### src/rtl/adc_capture_pkg.sv
// Shared types and constants for the ADC-to-USB capture engine.
package adc_capture_pkg;
   localparam int LANES    = 4;
   localparam int SAMPLE_W = 8;
   localparam int WORD_W   = LANES * SAMPLE_W;
   localparam int IDX_W    = $clog2(LANES);

   localparam logic [1:0] TRIG_IMM  = 2'd0;
   localparam logic [1:0] TRIG_RISE = 2'd1;
   localparam logic [1:0] TRIG_FALL = 2'd2;

   typedef enum logic [2:0] {
      ST_IDLE,
      ST_ARMED,
      ST_CAPTURE,
      ST_FLUSH,
      ST_DONE
   } cap_state_e;
endpackage

### src/rtl/sample_packer_4x8.sv
// Packs accepted 8-bit samples into 32-bit words, first sample in the low
// byte. A completed (or flushed partial) word is held in the output register
// for exactly one cycle with issue high, then the register is zero-filled.
module sample_packer_4x8
   import adc_capture_pkg::*;
(
   input  logic                clk,
   input  logic                reset,
   input  logic                accept,
   input  logic [SAMPLE_W-1:0] sample,
   input  logic                flush,
   input  logic                clear,
   output logic [WORD_W-1:0]   word,
   output logic                issue
);
   logic [IDX_W-1:0]  idx;
   logic [WORD_W-1:0] acc;
   logic [WORD_W-1:0] acc_next;

   // Accumulator with the incoming sample dropped into the current lane.
   always_comb begin
      acc_next = acc;
      acc_next[int'(idx)*SAMPLE_W +: SAMPLE_W] = sample;
   end

   // Lane index, accumulator and output word register.
   always_ff @(posedge clk) begin
      if (!reset) begin
         idx   <= '0;
         acc   <= '0;
         word  <= '0;
         issue <= 1'b0;
      end else begin
         issue <= 1'b0;
         if (issue) word <= '0;
         if (clear) begin
            idx <= '0;
            acc <= '0;
         end else if (accept) begin
            if (idx == IDX_W'(LANES - 1)) begin
               word  <= acc_next;
               issue <= 1'b1;
               acc   <= '0;
               idx   <= '0;
            end else begin
               acc <= acc_next;
               idx <= idx + 1'b1;
            end
         end else if (flush && idx != '0) begin
            // Upper lanes are already zero because acc is zero-filled.
            word  <= acc;
            issue <= 1'b1;
            acc   <= '0;
            idx   <= '0;
         end
      end
   end
endmodule

### src/rtl/adc_usb_capture.sv
// ADC-to-host capture engine: trigger, decimation, length control and
// overflow accounting around a 4x8 sample packer feeding the USB write FIFO.
// Handshake: the USB side has no ready; a word strobe is valid for one cycle
// and is dropped (and counted) when usb_wr_full is high in that cycle.
module adc_usb_capture
   import adc_capture_pkg::*;
#(
   parameter int MAX_DECIM_W = 16,
   parameter int OVF_W       = 16
) (
   input  logic                   clk,
   input  logic                   reset,
   input  logic                   cfg_start,
   input  logic                   cfg_abort,
   input  logic [1:0]             cfg_trig_mode,
   input  logic [7:0]             cfg_trig_level,
   input  logic [MAX_DECIM_W-1:0] cfg_decim,
   input  logic [31:0]            cfg_length,
   input  logic [7:0]             adc_data,
   input  logic                   adc_valid,
   output logic [31:0]            usb_wr_data,
   output logic                   usb_wr_data_valid,
   input  logic                   usb_wr_full,
   output logic                   busy,
   output logic                   done,
   output logic [OVF_W-1:0]       overflow_count,
   output logic [31:0]            sample_count
);
   cap_state_e state, state_next;

   logic [1:0]             trig_mode_q;
   logic signed [7:0]      trig_level_q;
   logic [MAX_DECIM_W-1:0] decim_q;
   logic [31:0]            length_q;
   logic [MAX_DECIM_W-1:0] decim_cnt;
   logic signed [7:0]      prev_q;
   logic                   prev_valid;
   logic signed [7:0]      cur;
   logic                   start_ok, trig_hit, accept, length_hit, word_issue;

   assign cur      = adc_data;
   assign start_ok = cfg_start && !cfg_abort && (state == ST_IDLE || state == ST_DONE);

   // Trigger condition evaluated on the current valid sample.
   always_comb begin
      trig_hit = 1'b0;
      case (trig_mode_q)
         TRIG_IMM:  trig_hit = 1'b1;
         TRIG_RISE: trig_hit = prev_valid && (prev_q < trig_level_q) && (cur >= trig_level_q);
         TRIG_FALL: trig_hit = prev_valid && (prev_q > trig_level_q) && (cur <= trig_level_q);
         default:   trig_hit = 1'b1;
      endcase
   end

   // Abort takes priority over a sample arriving in the same cycle.
   assign accept = adc_valid && !cfg_abort &&
                   ((state == ST_ARMED && trig_hit) ||
                    (state == ST_CAPTURE && decim_cnt == '0));
   assign length_hit = accept && (length_q != 32'd0) && (sample_count + 32'd1 == length_q);

   // State register.
   always_ff @(posedge clk) begin
      if (!reset) state <= ST_IDLE;
      else        state <= state_next;
   end

   // Next-state logic.
   always_comb begin
      state_next = state;
      case (state)
         ST_IDLE, ST_DONE: if (start_ok) state_next = ST_ARMED;
         ST_ARMED: begin
            if (cfg_abort)   state_next = ST_DONE;
            else if (accept) state_next = length_hit ? ST_FLUSH : ST_CAPTURE;
         end
         ST_CAPTURE: if (cfg_abort || length_hit) state_next = ST_FLUSH;
         ST_FLUSH: state_next = ST_DONE;
         default:  state_next = ST_IDLE;
      endcase
   end

   // State-decoded status outputs.
   always_comb begin
      busy = 1'b0;
      done = 1'b0;
      case (state)
         ST_ARMED, ST_CAPTURE, ST_FLUSH: busy = 1'b1;
         ST_DONE:                        done = 1'b1;
         default: ;
      endcase
   end

   // Configuration latch, trigger history, decimation and counters.
   always_ff @(posedge clk) begin
      if (!reset) begin
         trig_mode_q    <= '0;
         trig_level_q   <= '0;
         decim_q        <= '0;
         length_q       <= '0;
         decim_cnt      <= '0;
         prev_q         <= '0;
         prev_valid     <= 1'b0;
         sample_count   <= '0;
         overflow_count <= '0;
      end else if (start_ok) begin
         trig_mode_q    <= cfg_trig_mode;
         trig_level_q   <= cfg_trig_level;
         decim_q        <= cfg_decim;
         length_q       <= cfg_length;
         decim_cnt      <= '0;
         prev_valid     <= 1'b0;
         sample_count   <= '0;
         overflow_count <= '0;
      end else begin
         if (state == ST_ARMED && adc_valid && !cfg_abort) begin
            prev_q     <= cur;
            prev_valid <= 1'b1;
            if (trig_hit) decim_cnt <= (decim_q == '0) ? '0 : MAX_DECIM_W'(1);
         end
         if (state == ST_CAPTURE && adc_valid && !cfg_abort)
            decim_cnt <= (decim_cnt == decim_q) ? '0 : decim_cnt + 1'b1;
         if (accept) sample_count <= sample_count + 32'd1;
         if (word_issue && usb_wr_full && overflow_count != '1)
            overflow_count <= overflow_count + 1'b1;
      end
   end

   sample_packer_4x8 u_packer (
      .clk    (clk),
      .reset  (reset),
      .accept (accept),
      .sample (adc_data),
      .flush  (state == ST_FLUSH),
      .clear  (start_ok),
      .word   (usb_wr_data),
      .issue  (word_issue)
   );

   assign usb_wr_data_valid = word_issue && !usb_wr_full;
endmodule

### config.mk
export PLATFORM = sky130hd
export DESIGN_NAME = adc_usb_capture
export DESIGN_NICKNAME = d
export VERILOG_FILES = /design/src/rtl/adc_capture_pkg.sv /design/src/rtl/sample_packer_4x8.sv /design/src/rtl/adc_usb_capture.sv
export SDC_FILE = /design/constraint.sdc
export NUM_CORES = 1
export LEC_CHECK = 0
export CAP_MARGIN = 20
export CORE_MARGIN = 5
export CORE_UTILIZATION = 40
export DETAILED_ROUTE_END_ITERATION = 12
export HOLD_SLACK_MARGIN = 0.08
export PLACE_DENSITY = 0.7
export SLEW_MARGIN = 20
export SYNTH_ARGS = -nofsm -noshare
export SYNTH_HDL_FRONTEND = slang
export SYNTH_SLANG_ARGS = --single-unit
### constraint.sdc
create_clock -name clk -period 3.9 [get_ports clk]
set_input_delay 0.975 -clock clk [delete_from_list [all_inputs] [get_ports clk]]
set_output_delay 0.975 -clock clk [all_outputs]
set_load 0.01 [all_outputs]
## Word level (Yosys, flattened, before mapping)

Index checks and enable logic that the tools add are counted.

| cells by class | value |
|---|---|
| $add $sub $neg | 5 |
| $lt $le $gt $ge | 4 |
| equal/unequal tests | 13 |
| shift-type cells | 2 |
| mux-type cells | 29 |
| bitwise gates (word level) | 2 |
| reductions and logical operators | 39 |

Operators with widths:

| kind | count |
|---|---|
| $mux 32 | 8 |
| $mux 16 | 4 |
| $neg 5->33 | 1 |
| $shift 8x33->32 const A | 1 |
| $shiftx 8x33->32 | 1 |
| $add 16x1->16 const B | 2 |
| $add 32x1->32 const B | 1 |
| $bwmux 32 | 1 |
| $eq 32x32->1 | 1 |
| $logic_not 16->1 | 2 |
| $reduce_bool 32->1 | 1 |
| $logic_and 1x1->1 | 20 |
| $eq 16x16->1 | 1 |
| $ne 16x16->1 const B | 1 |
| $mux 3 | 4 |
| $pmux 3 s4 | 1 |
| $ge 8x8->1 | 1 |
| $gt 8x8->1 | 1 |
| $le 8x8->1 | 1 |
| $lt 8x8->1 | 1 |
| $reduce_bool 2->1 | 4 |
| $mux 1 | 7 |
| $eq 3x2->1 const B | 2 |
| $mux 2 | 3 |
| other kinds (17) | 24 |

| storage, ports and cells | value |
|---|---|
| register bits | 201 |
| bits of input ports | 72 |
| output and inout port bits | 83 |
| word-level logic and storage cells | 108 |

## Depth between registers and ports, before layout

Gate-level depths: netlist (run 1).

| depth | value |
|---|---|
| depth after elaboration | 13 |
| gate-level depth with buffers | 12 |
| mapped depth without buffers | 10 |

## Modules after synthesis

Synthesis (run 1) repeated with hierarchy kept, for this count alone.

| unflattened totals | value |
|---|---|
| cells, all modules | 1,200 |
| area, all modules | 10,059.6 µm² |

Modules (own cells, without submodules):

| module | times used | cells an instance | area each (µm²) | sequential area each (µm²) |
|---|---|---|---|---|
| adc_usb_capture | 1 | 931 | 7,434.6 | 2,682.6 |
| sample_packer_4x8 | 1 | 269 | 2,625.0 | 1,341.3 |

## Least setup slack after synthesis (run 1)

OpenSTA, ideal clock, no wires.

| path | value |
|---|---|
| kind | in2reg |
| from | in adc_data[7] |
| to | reg sample_count[26] |
| setup time | 0.070 ns |
| arrival | 3.212 ns |
| data required time | 3.830 ns |
| path slack | 0.617 ns |
| cell stages on the path | 10 |
| buffers on the path | 1 |
| path through | ha_1 and4_1 o2111ai_1 a21o_1 a211o_1 and3_1 buf_6 nor4_4 or3b_1 a21oi_1 |

| on the way | value |
|---|---|
| cells in the longest elaborated chain, start to end | 6 |
| elaborated cells between the ends (all ways) | 8 |
| classes of those cells | order compare (2); mux (1); reduce/logical (5) |

Ends and longest elaborated chain:

| element | line | source |
|---|---|---|
| start, declared | adc_usb_capture.sv:19 | `input logic [7:0] adc_data,` |
| $le 8x8->1 / $ge 8x8->1 (equally long branches) | adc_usb_capture.sv:50, adc_usb_capture.sv:49 |  |
| $logic_and 1x1->1, on equally long branches | adc_usb_capture.sv:50, adc_usb_capture.sv:49 |  |
| $pmux 1 s2 (*) | adc_usb_capture.sv:47 | `case (trig_mode_q)` |
| $logic_and 1x1->1 (*) | adc_usb_capture.sv:57 | `((state == ST_ARMED && trig_hit) \|\|` |
| $logic_or 1x1->1 (*) | adc_usb_capture.sv:57 |  |
| $logic_and 1x1->1 (*) | adc_usb_capture.sv:56 | `assign accept = adc_valid && !cfg_abort &&` |
| end signal, assigned | adc_usb_capture.sv:122 | `if (accept) sample_count <= sample_count + 32'd1;` |
| end, declared | adc_usb_capture.sv:27 | `output logic [31:0] sample_count` |

Mark *: on every way between the ends. The rest lies on a longest branch, timed or not.
A chain may end at the register's enable or synchronous reset.

## Final worst setup path (run 1)

| path | value |
|---|---|
| from | in adc_data[5] |
| to | reg sample_count[15] |

Same word-level chain as after synthesis.

==> results of run 1 <==
==> cell usage after synthesis, drive strengths merged, types with 2 or more instances <==
cell     count
nor4b        2
nor4        24
nor2        89
nand2      204
a2111oi     15
xor2        27
o311ai       3
or3         43
nor4bb       3
nand4b       5
a2bb2oi      2
nor2b       56
dfxtp      201
nor3        27
a32oi        2
buf         19
o2111ai      2
or2          2
xnor2       69
inv         26
a21boi      71
o22ai        2
mux2i        3
nand3       76
a211oi       7
a31o         2
o211ai      18
a21oi      115
mux2         2
nand2b       7
nand4       23
a21o         5
and4        10
o21ai       20
a22oi        5
a31oi        6
or4         10
and3        12
clkbuf      80
and2         7
a221o       15
a221oi       3
a311oi      13
o41ai        2
ha          28
==> flip-flops by register name, summed over array words and instances, names as in the netlist, 3 cells and up <==
name,count
decim_cnt,16
decim_q,16
length_q,32
overflow_count,16
prev_q,8
sample_count,32
state,3
trig_level_q,8
u_packer.acc,32
u_packer.word,32
==> metal layers <==
| layer | global-route usage [%] | routed length (microns) |
|---|---|---|
| met4 | 4.386 | 539 |
| met5 | 0 | 0 |
| met1 | 26.75 | 14250 |
| met2 | 32.61 | 14570 |
| met3 | 3.121 | 2111 |
==> layout by cell type (no fill, tap or decap), types with 9 or more instances in the layout <==
| cell type | count |
|---|---|
| nand2_1 | 202 |
| dfxtp_1 | 201 |
| clkdlybuf4s50_1 | 153 |
| a21oi_1 | 115 |
| nor2_1 | 88 |
| nand3_1 | 75 |
| a21boi_0 | 71 |
| xnor2_1 | 69 |
| nor2b_1 | 56 |
| or3_1 | 41 |
| buf_4 | 40 |
| xor2_1 | 27 |
| ha_1 | 27 |
| inv_1 | 26 |
| nor3_1 | 25 |
| clkbuf_16 | 25 |
| nand4_1 | 22 |
| nor4_1 | 22 |
| o21ai_0 | 20 |
| o211ai_1 | 18 |
| a2111oi_0 | 15 |
| a221o_1 | 15 |
| a311oi_1 | 13 |
| and3_1 | 12 |
| and4_1 | 10 |
| or4_1 | 9 |
==> critical path: cells and delay by family <==
kind | cells | cell delay [ps]
fa+ha+maj | 1 | 320
simple gates | 4 | 930
buf+inv | 2 | 640
compound gates | 4 | 1010
==> stage by stage <==
step	setup TNS, ps	cell area, sq um	std cells	hold slack, ps	power, mW
after floorplan	0	10950	1375	443.5	2.423
after global placement	0	12930	1815	451.7	2.621
after detailed placement	-18.12	12930	1815	457.9	2.628
after CTS	0	13750	1858	465.5	4.935
after global routing	0	13750	1858	496.4	5.078
final	0	13750	1858	460.6	4.886
==> power breakdown <==
part           internal [mW]  switching [mW]  total, mW
Combinational          0.206           0.253      0.459
Sequential              2.09          0.0361       2.13
Clock                   1.43           0.873       2.30
Total                   3.72            1.16       4.89
==> final timing paths <==
kind	from	endpoint	slack (ps)	cells past startpoint
setup / recovery	adc_data[5]	sample_count[15]	440	11
hold / removal	trig_level_q[5]	trig_level_q[5]	460	2
setup reg to reg	trig_level_q[7]	u_packer.word[7]	650	11
hold reg to reg	trig_level_q[5]	trig_level_q[5]	460	2
==> kinds of logic (layout without fill, tap and decap cells) <==
logic type                 after synthesis  after routing  synth area share (%)
adders and majority gates               28             28                 3.200
and+or+nand+nor                        605            605                 28.01
DFF                                    201            201                 36.75
AOI/OAI and AO/OA                      315            315                 19.37
buffers and inverters                  125            267                 4.514
muxes                                    5              5                0.4799
xor gates and xnor gates                96             96                 7.679
==> layout make-up <==
| class | instances | area [sq um] | area share, % |
|---|---|---|---|
| Multi-Input combinational cell | 1049 | 6465 | 47.01 |
| Sequential cell | 201 | 4024 | 29.26 |
| Timing Repair Buffer | 198 | 1917 | 13.94 |
| Clock buffer | 36 | 737.0 | 5.359 |
| Tap cell | 341 | 426.7 | 3.103 |
| Inverter | 26 | 97.59 | 0.7097 |
| Clock inverter | 7 | 85.08 | 0.6187 |
==> key figures, run 1 <==
Yosys
  • Post-synth top area cell: dfxtp_1
  • Syn avg cell area: 7.963 sq um
  • Post-synth EDFFs: 0
  • Sequential-to-total area share from yosys stat: 36.75%
  • Synth top area cells: dfxtp_1 (37%), nand2_1 (7.0%), xnor2_1 (5.5%)
  • Post-synthesis instance area: 10950 sq um
  • Top FF cell, synth: dfxtp_1
  • Distinct cells, synth: 66
  • Top cell type's share of synthesized area: 36.75%
  • Post-synth net total: 1475
  • Gate Count Post-Synth: 1375
  • Yosys reg bits: 201
  • Synth async-reset ratio: 0%
  • Ys Warns: 0

Clock network
  • Reg clk slew, reported paths: 60 ps
  • CTS max path bufs: 3
  • H-tree depth: 1
  • TritonCTS buffer count: 24
  • Post-CTS setup repair buffer count: 0
  • Worst skew pair latency: 510 ps
  • CTS Hold Bufs: 0
  • Cts repair resizes: 0
  • Cell chosen for the clock root: clkbuf_16
  • Sink Count: 201
  • CTS tree: built

Cells and area
  • Fin util: 51.03%
  • Number of diodes: 0
  • # fillers: 2472
  • Share of cells above drive strength 1: 7.053%
  • Area grow syn2layout: 25.60%
  • Post-layout nets: 1600

Worst setup path
  • Critical path class: primary input to flop
  • Worst path cell trace: clkdlybuf4s50_1, ha_1, a211oi_1, a2bb2oi_1, nand4b_1, a211o_1, nand3_1, nand2_2, buf_12, or4_1, a21oi_1
  • Setup crit start kind: primary input
  • CP Max Fanout: 28
  • Crit-path max cell delay: 500 ps
  • Slowest stage cell, crit path: or4_1
  • Worst Path Required: 4340 ps
  • WP data arrival: 3900 ps
  • Crit path capture type: flop

STA
  • Max-slew violations: 0
  • Fmax: 0.2893 GHz
  • Worst rel slew slack: 31.94%
  • Final worst-path cycle share: 88.63%
  • Worst slew pin tran: 1006 ps
  • Worst Setup Slack, final: 443.6 ps
  • Minimum clock period after layout: 3456 ps
  • Fin. Hold Viols: 0
  • Final setup vio count: 0
  • Final Skew: 13.03 ps
  • RSZ-0062 raised after global routing: false

Die
  • DIE HEIGHT: 175.5 microns
  • Placement Rows: 60
  • Initial core utilization: 40.63%
  • Die X: 175.5 microns
  • Core area: 26950 sq um
  • Ports: 155
  • Die ar.: 30780 sq um

Routing
  • DR pass1 iterations: 7
  • Vias: 10430
  • Initial DRC Count: 839
  • DRC Markers: 0
  • Drt wl/cell: 16.94 microns
  • Post-DRT Antenna Nets: 0
  • Via density per instance: 5.614
  • WL final: 31470 microns

Power and ir drop
  • Pleak: 4.721 nW
  • Power density over cell area: 355.3 nW/um^2
  • Maximum VDD drop: 203.2 uV

Global routing
  • Largest net degree at the start of global routing: 62
  • Total track usage: 19.53%
  • Initial antenna violation count: 0
  • Number of global-route vias before repair: 9728
  • First-pass GRT wire length: 50700 microns
  • GRT overflow: 0

Placement
  • Pre-CTS setup slack: -15.14 ps
  • Detail Placement HPWL: 21720 microns
  • Number of port buffers: 154
  • GP Congestion: 0.8517

Job
  • Max-cap violations: 0

Min path
  • Hold Path Class: flop to flop

Run status
  • Outcome: complete, no violations
(Power assumes the default switching activity.)
==> run 2: changes to the inputs <==
--- a/config.mk
+++ b/config.mk
@@ -6,12 +6,15 @@
 export NUM_CORES = 1
 export LEC_CHECK = 0
 export CAP_MARGIN = 20
+export CELL_PAD_IN_SITES_DETAIL_PLACEMENT = 1
+export CELL_PAD_IN_SITES_GLOBAL_PLACEMENT = 1
 export CORE_MARGIN = 5
 export CORE_UTILIZATION = 40
 export DETAILED_ROUTE_END_ITERATION = 12
 export HOLD_SLACK_MARGIN = 0.08
-export PLACE_DENSITY = 0.7
+export PLACE_DENSITY = 0.87
 export SLEW_MARGIN = 20
 export SYNTH_ARGS = -nofsm -noshare
 export SYNTH_HDL_FRONTEND = slang
+export SYNTH_HIERARCHICAL = 1
 export SYNTH_SLANG_ARGS = --single-unit
==> run 2 against run 1 <==
Compared with the run above:
- non-clock buffer count shrank 5
- clock-buffer cell count shrank 5
- first-iteration DRC count shrank 30%
- die area shrank 7.7%
- sequential share of layout area grew 2.2 points
- critical path type unchanged
==> key figures, run 2 <==
Run status
  • Outcome: complete, no violations

Routing
  • Vias: 9614
  • Drt wl/cell: 19.44 microns
  • Post-DRT Antenna Nets: 0
  • WL final: 32870 microns
  • DRC Markers: 0
  • DR pass1 iterations: 5
  • Via density per instance: 5.685
  • Initial DRC Count: 585

Worst setup path
  • Crit-path max cell delay: 460 ps
  • Worst Path Required: 4280 ps
  • Crit path capture type: flop
  • Worst path cell trace: clkdlybuf4s50_1, ha_1, a21oi_1, o211ai_1, o21ai_1, a22o_1, nand3_1, a21oi_4, inv_1, or3b_1, a21oi_2, nor3b_4, buf_8, a221o_1
  • WP data arrival: 4120 ps
  • Critical path class: primary input to flop
  • CP Max Fanout: 18
  • Slowest stage cell, crit path: clkdlybuf4s50_1
  • WP buf/inv: 3
  • Crit-path leading delay family: compound AO/OA/AOI/OAI gates
  • Setup crit start kind: primary input

Cells and area
  • Share of cells above drive strength 1: 7.421%
  • Area grow syn2layout: 27.08%
  • Post-layout nets: 1446
  • # fillers: 2940
  • Most common cell after layout, fill and taps aside: dfxtp_1
  • Most frequent cells in the layout: dfxtp_1 (201), nand2_1 (188), clkdlybuf4s50_1 (153), nor2_1 (117), a21boi_0 (66)
  • Number of diodes: 0
  • Fin util: 51.21%

Yosys
  • Distinct cells, synth: 70
  • Synth Area in Adders: 3.483%
  • Post-synthesis instance area: 10060 sq um
  • Synth top area cells: dfxtp_1 (40%), nand2_1 (7.1%), a21boi_0 (4.9%)
  • Main combinational cell family by area after synthesis: simple AND/OR/NAND/NOR gates
  • Most frequent cell after synthesis: dfxtp_1
  • Top FF cell, synth: dfxtp_1
  • Top cell type's share of synthesized area: 40.00%
  • Post-synth net total: 1300
  • Commonest cells in the netlist: dfxtp_1 (201), nand2_1 (189), nor2_1 (120)
  • Gate Count Post-Synth: 1200
  • Compound-Gate Fraction of Synth Area: 20.57%
  • Syn avg cell area: 8.383 sq um
  • Synth async-reset ratio: 0%
  • Post-synth top area cell: dfxtp_1
  • Post-synth EDFFs: 0
  • Simple-Gate Fraction of Synth Area: 24.69%
  • Ys Warns: 6
  • Post-Synth XOR/XNOR Area: 6.356%
  • Yosys reg bits: 201
  • Sequential-to-total area share from yosys stat: 40.00%
  • Mux contribution to synthesized area: 0.5224%

Global routing
  • Number of global-route vias before repair: 9735
  • GRT overflow: 0
  • First-pass GRT wire length: 51910 microns
  • Largest net degree at the start of global routing: 64
  • Initial antenna violation count: 0
  • Total track usage: 21.98%

STA
  • Hold slack: 461.4 ps
  • Worst rel slew slack: 52.43%
  • Worst Setup Slack, final: 157.5 ps
  • Setup_tns: 0 ps
  • Final Skew: 25.57 ps
  • Worst slew pin tran: 707.0 ps
  • RSZ-0062 raised after global routing: false
  • Fmax: 0.2672 GHz
  • Max-slew violations: 0
  • Minimum clock period after layout: 3743 ps
  • Fin. Hold Viols: 0
  • Final setup vio count: 0
  • Final worst-path cycle share: 95.96%

Die
  • Placement Rows: 58
  • Die X: 168.6 microns
  • Core area: 24960 sq um
  • Die ar.: 28420 sq um
  • Ports: 155
  • Initial core utilization: 40.30%
  • DIE HEIGHT: 168.6 microns

Placement
  • Number of port buffers: 154
  • Pre-CTS setup slack: -315.0 ps
  • Detail Placement HPWL: 23670 microns
  • GP Congestion: 0.8630

Clock network
  • CTS max path bufs: 3
  • Post-CTS setup repair buffer count: 0
  • CTS tree: built
  • Cts repair resizes: 0
  • Worst skew pair latency: 510 ps
  • Sink Count: 201
  • CTS Hold Bufs: 0
  • Cell chosen for the clock root: clkbuf_16
  • H-tree depth: 1
  • TritonCTS buffer count: 23
  • Reg clk slew, reported paths: 60 ps

Power and ir drop
  • Tot Pwr: 4.810 mW
  • Power density over cell area: 376.2 nW/um^2
  • Maximum VDD drop: 298.1 uV
  • Pleak: 4.365 nW

Min path
  • Hold Path Class: flop to flop

Job
  • Max-cap violations: 0
-- run 2: changes by cell type after synthesis, moves of 10 or more --
cell       before  now
o21ai_1         0   12
clkbuf_1       80   46
a22oi_1         5   32
nor3_1         26   12
or3_1          41   31
nand2_1       203  189
nor2b_1        56    5
a21oi_1       115   50
xnor2_1        69   48
nor2_1         89  120
a221o_1        15   33
nand3_1        76   26
a2111oi_0      15    0
o211ai_1       18    3
-- run 2: logic make-up (layout without fill, tap and decap cells) --
kind of cell               count (synthesis)  in the layout
and+or+nand+nor                          506            506
AOI/OAI and AO/OA                        288            288
DFF                                      201            201
muxes                                      5              5
buffers and inverters                     99            260
xor gates and xnor gates                  73             73
adders and majority gates                 28             28
-- run 2: cell type report --
cell class              count  area, sq um  share of cell area, %
flip-flops and latches    201         4024                  31.48
clock buffers              31        645.6                  5.050
inverters                  27        101.3                 0.7928
well taps                 330        412.9                  3.230
multi-input cells         900         5627                  44.01
clock inverters             9        123.9                 0.9690
repair buffers            193         1849                  14.47
-- run 2: per-layer routing --
layer,vias up,share of wire (%),track usage [%]
met5,-,0,0
met4,0,1.9,5.081
met3,45,5.7,3.456
met2,261,49,37.91
met1,4703,44,29.04
li1,4605,-,-
-- run 2: final timing paths --
path | from | slack, ps | cells past startpoint | to
max | adc_data[5] | 160 | 14 | u_packer/word[22]
min | trig_level_q[5] | 460 | 2 | trig_level_q[5]
max reg2reg | trig_level_q[5] | 360 | 14 | u_packer/word[22]
min reg2reg | trig_level_q[5] | 460 | 2 | trig_level_q[5]
-- run 2: worst register-to-register path, cell delays in order, from the launching register on --
cell and delay (ps):
dfxtp_1 320, inv_1 110, ha_1 340, a211oi_2 220, o22ai_1 110, or4b_4 540
nand4_1 110, nand3_1 150, a21oi_4 160, inv_1 80, or3b_1 380, a21oi_2 200
nor3b_4 130, buf_8 200, a221o_1 350
-- run 2: power breakdown --
| part | leakage (nW) | total [mW] | switching, mW | internal (mW) |
|---|---|---|---|---|
| Sequential | 1.63 | 2.13 | 0.0436 | 2.09 |
| Combinational | 2.36 | 0.458 | 0.259 | 0.200 |
| Clock | 0.383 | 2.22 | 0.863 | 1.35 |
| Total | 4.36 | 4.81 | 1.17 | 3.64 |
-- run 2: per-stage QoR --
stage	cells	area (sq um)
after floorplan	1200	10070
after global placement	1650	11990
after detailed placement	1651	12010
after CTS	1691	12780
after global routing	1691	12780
final	1691	12780
==> RTL edit, RTL diff (config.mk and constraints of run 2) <==
Re-encode `cap_state_e` (5 states) as one-hot, 5 bits wide.
--- a/src/rtl/adc_capture_pkg.sv
+++ b/src/rtl/adc_capture_pkg.sv
@@ -10,10 +10,10 @@
    localparam logic [1:0] TRIG_FALL = 2'd2;
 
-   typedef enum logic [2:0] {
-      ST_IDLE,
-      ST_ARMED,
-      ST_CAPTURE,
-      ST_FLUSH,
-      ST_DONE
+   typedef enum logic [4:0] {
+      ST_IDLE    = 5'b00001,
+      ST_ARMED   = 5'b00010,
+      ST_CAPTURE = 5'b00100,
+      ST_FLUSH   = 5'b01000,
+      ST_DONE    = 5'b10000
    } cap_state_e;
 endpackage
Formal check against the unedited RTL: no difference found for any inputs over 4 cycles, from zero or initial values and one cycle with reset low; so few cycles prove little.
==> RTL edit against run 2 <==
  * Global-route usage up 1.6 points
  * Final area up 3.2%
  * Sequential cell count up 2
  * Worst setup slack worse by 120 ps
  * Final cell count up 1.5%
  * Area after synthesis up 0.91%
  * Combinational power up 14%
  * Utilization up 1.3 points
  * Wire length up 7.8%
  * Count of clock-buffer cells in the layout unchanged
  * Synthesized cell count up 0.92%
  * Maximum frequency down 3.2%
  * Total power up 6.5%
  * Largest cell class unchanged
  * Largest power group unchanged
==> RTL edit: results <==
[clock_network]
ctsHtreeMaxLevel = 1
path_clk_slew_ps = 60
numCtsBuffers = 24
cts-root-buf = "clkbuf_16"
ctsLongestPathBuffers = 3
insertion_delay_ps = 520

[critical_path]
r2r_start = "trig_level_q[5]"
timing.rr.end = "u_packer/word[12]"
crit_fanout = 16
cpMaxStageDelayCell = "or3b_4"
cpPeakStageDelay_ps = 420
crit_family = "compound AO/OA/AOI/OAI gates"
reg2reg_slack_ps = 260
arrival_ps = 4250
reg2regPathDepth = 14

[synthesis]
synth-xor-area-share = 0.0923
synthArstFlopShare = 0
synth_cells = 1211
ys_warn_count = 6
ys_types = 70
yosysSeqAreaShare = 0.400
syn_nets = 1311
muxShareOfSynthArea = 0.00407
synth_adder_area_share = 0.0345
yosys-top-cells-area = "dfxtp_1 (40%), nand2_1 (7.5%), nor2_1 (5.6%)"
synth_top_cells_by_count = "dfxtp_1 (203), nand2_1 (202), nor2_1 (152)"
synth_compound_area_frac = 0.182

[sta]
fin_skew_ps = 9.49
hold_slack_ps = 465
hold_viol_final = 0
worst-slew-pin-transition_ps = 777

[pwr]
p_leak_uw = 0.00472
ir_worst_vdd_v = 0.000290

[min_path]
hold_path_depth = 2
min_to = "trig_level_q[2]"
hold_path_class = "register to register"
worstHoldStart = "trig_level_q[2]"

[routing]
first_iter_violations = 742
via_per_inst = 5.74
firstDrtPassIters = 5
totalWireLength_um = 35500
vias = 9855

[grt]
grt_pass1_vias = 10200
grt_pass1_wl_um = 55500
antenna_found_initial = 1
grt_usage = 0.236
grt_start_max_net_pins = 61

[place]
hpwl_um = 23900
dp.cells = 1667
globalplace.congestion = 0.880

[layout]
layout-drive-gt1-share = 0.0895
fin_nets = 1467
fillCellCount = 2939

[status]
status = "complete, no violations"
==> RTL edit: where the power goes <==
part / internal [uW] / switching [uW]
sequential: 2110 / 47.5
combinational: 235 / 288
clock: 1510 / 929
==> RTL edit: routing by layer <==
metal | wire, um | GRT usage
met1 | 14400 | 0.291
met2 | 17500 | 0.409
met3 | 2460 | 0.0508
met4 | 1090 | 0.0809
met5 | 0 | 0
==> RTL edit: repair_timing <==
action                     CTS  global route
setup endpoints to repair   58            58
setup buffers                3             1
gates resized for setup     14            16
pin swaps                    9             8
cloned                       1             0
==> RTL edit: area by class of cell <==
cell class	count	area, um2	share of cell area
flip-flops and latches	203	4060	0.308
clock inverters	13	173	0.0131
inverters	21	78.8	0.00597
multi-input cells	918	5840	0.443
repair buffers	199	1930	0.146
well taps	330	413	0.0313
clock buffers	31	688	0.0522
diodes	2	5.00	0.000379
==> RTL edit: worst min-delay path: stages, from the launching register on <==
cell,delay [ps]
dfxtp_1,310
nand2_1,50
a21boi_0,60
==> RTL edit: kinds of logic after synthesis <==
family                     after synthesis
adders and majority gates               28
buffers and inverters                   90
muxes                                    4
and+or+nand+nor                        534
xor gates and xnor gates               107
AOI/OAI and AO/OA                      245
DFF                                    203
==> RTL edit: stage by stage <==
step	worst slack (ps)	instance area [um2]	TNS, ps	power (uW)	utilization
2_1_floorplan	96.2	10200	0	2450	-
3_3_place_gp	-535	12100	-34050	2660	0.483
3_5_place_dp	-714	12100	-50040	2670	0.483
4_1_cts	1.02	13100	0	5120	0.521
5_1_grt	-47.9	13200	-118	5290	0.525
6_report	34.6	13200	0	5120	0.525
==> RTL edit: worst max-delay path by stage <==
stage	from	endpoint	slack [ps]
final	adc_data[1]	u_packer/word[12]	30
after global routing	adc_data[1]	u_packer/word[12]	-50
after CTS	adc_data[5]	u_packer/word[10]	1
after detailed placement	adc_data[5]	u_packer/word[14]	-710
after global placement	adc_data[5]	u_packer/word[9]	-530
after floorplan	adc_data[5]	u_packer/word[24]	100
